--- config.mk ---
export PLATFORM = sky130hd
export DESIGN_NAME = piso_serializer
export DESIGN_NICKNAME = d
export VERILOG_FILES = /design/src/rtl/piso_serializer_pkg.sv /design/src/rtl/piso_serializer.sv
export SDC_FILE = /design/constraint.sdc
export NUM_CORES = 1
export LEC_CHECK = 0
export ABC_AREA = 0
export BUFFER_PORTS_ARGS = -buffer_cell sky130_fd_sc_hd__buf_4
export CORE_AREA = 5 5 44 46
export CTS_CLUSTER_SIZE = 25
export DETAILED_ROUTE_END_ITERATION = 8
export DIE_AREA = 0 0 49 51
export GPL_TIMING_DRIVEN = 0
export HOLD_SLACK_MARGIN = 0.08
export PLACE_DENSITY_LB_ADDON = 0.08
export SLEW_MARGIN = 25
export SYNTH_ARGS = -nofsm -noshare
export SYNTH_HDL_FRONTEND = slang
export SYNTH_SLANG_ARGS = --single-unit
--- constraint.sdc ---
create_clock -name clk -period 2.1 [get_ports clk]
set_input_delay 0.105 -clock clk [delete_from_list [all_inputs] [get_ports clk]]
set_output_delay 0.105 -clock clk [all_outputs]
set_load 0.05 [all_outputs]
--- src/rtl/piso_serializer_pkg.sv ---
// rtl/piso_serializer_pkg.sv - shared types and sizing helper for the PISO serializer
package piso_serializer_pkg;

    typedef enum logic {
        IDLE  = 1'b0,
        SHIFT = 1'b1
    } state_t;

    // Bit-counter width: enough to hold WIDTH-1.
    function automatic int cnt_w(input int width);
        return $clog2(width);
    endfunction

endpackage

--- src/rtl/piso_serializer.sv ---
// rtl/piso_serializer.sv - parallel-in/serial-out serializer with valid/ready load and gapless reload
module piso_serializer
    import piso_serializer_pkg::*;
#(
    parameter int   WIDTH      = 8,
    parameter bit   MSB_FIRST  = 1'b1,
    parameter logic IDLE_LEVEL = 1'b0
) (
    input  logic             clk,
    input  logic             rst,
    input  logic             load_valid,
    output logic             load_ready,
    input  logic [WIDTH-1:0] load_data,
    input  logic             shift_en,
    input  logic             abort,
    output logic             sout,
    output logic             sout_valid,
    output logic             busy,
    output logic             done
);

    localparam int              CNT_W    = cnt_w(WIDTH);
    localparam logic [CNT_W-1:0] LAST_CNT = CNT_W'(WIDTH - 1);

    state_t           state;
    state_t           state_n;
    logic [WIDTH-1:0] shreg;
    logic [WIDTH-1:0] shreg_shifted;
    logic [CNT_W-1:0] cnt;
    logic             last_tick;
    logic             accept;
    logic             done_q;

    // The tick that consumes the final bit; also the only SHIFT-state reload window.
    assign last_tick = (state == SHIFT) && shift_en && (cnt == LAST_CNT);

    assign shreg_shifted = MSB_FIRST ? {shreg[WIDTH-2:0], 1'b0}
                                     : {1'b0, shreg[WIDTH-1:1]};

    always_comb begin
        state_n    = state;
        load_ready = !rst && !abort && ((state == IDLE) || last_tick);
        accept     = load_valid && load_ready;
        case (state)
            IDLE: begin
                if (accept) begin
                    state_n = SHIFT;
                end
            end
            SHIFT: begin
                if (abort) begin
                    state_n = IDLE;
                end else if (last_tick && !accept) begin
                    state_n = IDLE;
                end
            end
            default: state_n = IDLE;
        endcase
    end

    always_ff @(posedge clk or posedge rst) begin
        if (rst) begin
            state <= IDLE;
        end else begin
            state <= state_n;
        end
    end

    // A tick coinciding with an accept belongs to the outgoing word, never the new one.
    always_ff @(posedge clk or posedge rst) begin
        if (rst) begin
            shreg  <= '0;
            cnt    <= '0;
            done_q <= 1'b0;
        end else begin
            done_q <= last_tick && !abort;
            if (accept) begin
                shreg <= load_data;
                cnt   <= '0;
            end else if ((state == SHIFT) && shift_en && !abort && !last_tick) begin
                shreg <= shreg_shifted;
                cnt   <= cnt + CNT_W'(1);
            end
        end
    end

    assign sout       = (state == SHIFT) ? (MSB_FIRST ? shreg[WIDTH-1] : shreg[0]) : IDLE_LEVEL;
    assign sout_valid = (state == SHIFT);
    assign busy       = (state == SHIFT);
    assign done       = done_q;

endmodule

After elaboration in Yosys (flattened, before gate mapping)
Index checks and enable logic that the tools add are counted.

Input port bits: 13. Flip-flop bits (word level): 13. Word-level logic and storage cells: 31. Output and inout bits: 5.

Add/sub/neg operators: 1. Bitwise logic cells: 1. Equal/unequal tests: 1. Reduce and logical (&&, ||, !) cells: 15. Mux-type cells: 9.

Operators with widths (number): 8-bit two-way mux (2); 1-bit logical AND (9); 3-bit two-way mux (2); 1-bit logical NOT (4); 1-bit two-way mux (4); 3-bit by 1-bit adder with 3-bit output, second input constant (1); 3-bit equality test, second input constant (1); 1-bit one-hot mux with 2 select lines (1); 2-bit nonzero test (1); 1-bit logical OR (1); 1-bit NOT (1).

Depth between registers and ports, before layout
Depth in word-level cells: 10. Gate-level depth with buffers: 6. Depth with buffers taken out: 5.

Least setup slack after synthesis
No wires, ideal clock.

Kind: flip-flop to flip-flop. Start: register cnt[0]. End: register shreg[2]. Arrival time: 1.851 ns. Buffers on the path: 1. Setup time: 0.125 ns. Required time: 1.975 ns. Setup slack: 0.124 ns. Period minus slack after synthesis: 1.976 ns. Stages on the path, launching flop included: 7. Cells stage by stage: dfrtp_1 -> ha_1 -> ha_1 -> nor4bb_4 -> buf_6 -> mux2_1 -> mux2_2.

Word-level cells in the longest chain between the ends: 6. Elaborated cells between the ends (all ways): 9. Those cells by class: eq/ne: 1; mux: 1; reduce/logical: 7.

Ends and longest elaborated chain: start, declared (line piso_serializer.sv:29) `logic [CNT_W-1:0] cnt;`; start signal, assigned (line piso_serializer.sv:82) `cnt <= cnt + CNT_W'(1);`; 3-bit equality test * (line piso_serializer.sv:35) `assign last_tick = (state == SHIFT) && shift_en && (cnt == LAST_CNT);`; 1-bit logical AND * (line piso_serializer.sv:35); 1-bit logical OR (line piso_serializer.sv:42) `load_ready = !rst && !abort && ((state == IDLE) || last_tick);`; 1-bit logical AND (line piso_serializer.sv:42); 1-bit logical AND (line piso_serializer.sv:43) `accept = load_valid && load_ready;`; 8-bit two-way mux or 2-bit nonzero test (tied branches); end signal, assigned (line piso_serializer.sv:78) `shreg <= load_data;`; end signal, assigned (line piso_serializer.sv:81) `shreg <= shreg_shifted;`; end, declared (line piso_serializer.sv:27) `logic [WIDTH-1:0] shreg;`.

Mark *: on every way between the ends. The rest lies on a longest branch, timed or not. A chain may end at the register's enable or synchronous reset.

Worst setup path after layout
Start: register cnt[0]. End: register shreg[4].

The elaborated chain is that of the path after synthesis.

==> flow_metrics.tcl <==
set metrics [dict create \
    drc 0 \
    cts_max_level 1 \
    coreArea_mm2 0.00147 \
    rsz0062_at_grt "no" \
    diodes 0 \
    first_pass_iters 2 \
    status "completed" \
    vias 500 \
    synth_top_area_share_pct 48.2 \
    ys_types 21 \
    antenna_found_initial 0 \
    drive_above_1_share_pct 43.4 \
    synth_top_family_by_area "multiplexers" \
    synth_most_common_cell "dfrtp_1" \
    nNetsFinal 99 \
    cp_max_fo 6 \
    hp-class "in2reg" \
    met1_length_um 571 \
    synth_compound_area_share_pct 4.08 \
    die_h_um 51 \
    final_cells 99 \
    peakVddDrop_v 0.000567 \
    syn-cell-area_um2 674 \
    hold_viol_final 0 \
    slew_viol_final 0 \
    synthToLayoutAreaGrowth_pct 41.0 \
    clock.fmax_mhz 502 \
    clkSinkCount 13 \
    io_pins 18 \
    grt_pass1_vias 539 \
    die_w_um 49 \
    root_buffer "clkbuf_4" \
    setup_tns_ns 0 \
    utilization_pct 64.6 \
    p_leak_nw 0.462 \
    ant_nets 0 \
    place_congestion 0.700 \
    worstMarginPinSlew_ns 0.513 \
    wl_met2_um 620 \
    crit_required_ns 2.26 \
    dieArea_mm2 0.00250 \
    synth_simple_gate_area_share_pct 14.5 \
    hpwl_um 918 \
    synth_mux_area_share_pct 24.9 \
    num_rows 14 \
    dr_wl_met3_um 112 \
    fill_cells 127 \
    wl_mm 1.30 \
    synth_top_area_cell "dfrtp_1" \
    synthCells 51 \
    powerDensity_mw_per_mm2 1110 \
    synth_edf_count 0 \
    dr.max_layer_used "met3" \
    avgSynthCellArea_um2 13.2 \
    grt_pass1_wl_mm 2.37 \
    yosys_register_bits 13 \
    async_flop_share_pct 100 \
    worst_ep_arrival_time_ns 2.16 \
    wl_per_cell_um 13.2 \
    worstSkewPairLatency_ns 0.27 \
    clockBufferDepth 2 \
    synthXorXnorAreaFrac_pct 1.30 \
    crit_type "reg2reg" \
    grt.total_usage_pct 12.3 \
    setup_viol 0 \
    yosys.area_share.adder_pct 3.71 \
    ys_top_cells_by_area "dfrtp_1, mux2_2, mux2i_1, mux2_1, ha_1" \
    ys.flop_type "dfrtp_1" \
    cap_viol_max_count 0 \
    dp_cells 84 \
    synth_nets 66 \
    layout_min_cycle_time_ns 1.99 \
    start_util_pct 45.8 \
    cp-start-kind "flip-flop" \
    synth_common_cells "dfrtp_1, mux2_2, mux2i_1, nor2_1, mux2_1" \
    grt_max_degree 14 \
    vias_per_cell 5.05 \
    end_kind "flip-flop" \
    total_power_mw 1.06 \
    clk_transition_reported_paths_ns 0.08 \
    cts_tree "built" \
    relSlewSlack_pct 65.7 \
    grt-ovfl-total 0 \
    numPortBuffers 17 \
    worst_clock_skew_ns 0.00285 \
    cts_buffers 3 \
    drt_iter0_drc 2 \
    yosysWarningCount 0 \
    yosysSeqAreaShare_pct 48.2 \
    finalCritPeriodShare_pct 94.9 \
]
## area by class of cell
cell class / instances / area [um^2] / share of cell area [%]
Multi-Input combinational cell: 35 / 327 / 34.3
Timing Repair Buffer: 28 / 230 / 24.2
Tap cell: 16 / 20.0 / 2.11
Buffer: 2 / 18.8 / 1.97
Inverter: 1 / 3.75 / 0.395
Sequential cell: 13 / 325 / 34.2
Clock buffer: 4 / 26.3 / 2.76
## per-stage QoR
step | worst slack, ns | instance area, um^2 | hold WS (ns)
floorplan | 0.124 | 674 | -0.0180
global placement | 0.0255 | 822 | 0.184
detailed placement | 0.0126 | 822 | 0.184
CTS | 0.0520 | 943 | 0.0916
global route | 0.0162 | 951 | 0.120
finish | 0.106 | 951 | 0.0921
## flip-flops by register name (all words and copies together) (netlist names)
name / count
busy: 1
done: 1
shreg: 8
cnt: 3
## routing by layer
metal | vias up | GRT usage, %
met5 | - | 0
met4 | 0 | 6.73
met3 | 0 | 4.07
met2 | 19 | 21.7
met1 | 235 | 12.8
li1 | 246 | -
## kinds of logic after synthesis
logic type      Yosys count
mux                      15
simple gates             13
flops                    13
compound gates            4
buf+inv                   3
fa+ha+maj                 2
xor+xnor                  1
## placed cells by master (no fill, tap or decap), drive strengths merged
cell type,n
xnor2,1
nor4bb,1
nor2,4
a22oi,1
nand4,2
clkbuf,4
and3,1
o21ai,2
and2,2
ha,2
inv,1
nand3,1
a21bo,1
buf,22
dfrtp,13
mux2i,4
mux2,11
dlygate4sd3,8
and4b,1
nor2b,1
## worst paths after layout
kind	start	end	slack, ns	cells after the start
hold / removal	load_data[7]	shreg[7]	0.09	3
setup / recovery	cnt[0]	shreg[4]	0.11	6
hold reg to reg	cnt[1]	cnt[1]	0.53	2
min in group asynchronous	rst	cnt[2]	0.43	3
setup reg to reg	cnt[0]	shreg[4]	0.11	6
max in group asynchronous	rst	busy	1.33	3
## worst max-delay path: stages (launching register included)
cell,delay [ns]
dfrtp_1,0.40
ha_1,0.21
ha_1,0.23
nor4bb_4,0.31
buf_6,0.17
mux2_1,0.31
mux2_2,0.26
## report_power, final
| part | switching [mW] | internal (mW) |
|---|---|---|
| registers | 0.0655 | 0.358 |
| logic | 0.224 | 0.254 |
| clock network | 0.0808 | 0.0736 |
| total | 0.370 | 0.686 |
## what timing repair did
item	4_1_cts	5_1_grt
resized for setup	0	0
pin swaps	0	1
hold endpoints to repair	20	0
endpoints found under the setup margin	1	3
setup buffers	2	1
hold buffers	8	0
No activity file was read; power rests on OpenSTA's default activity.
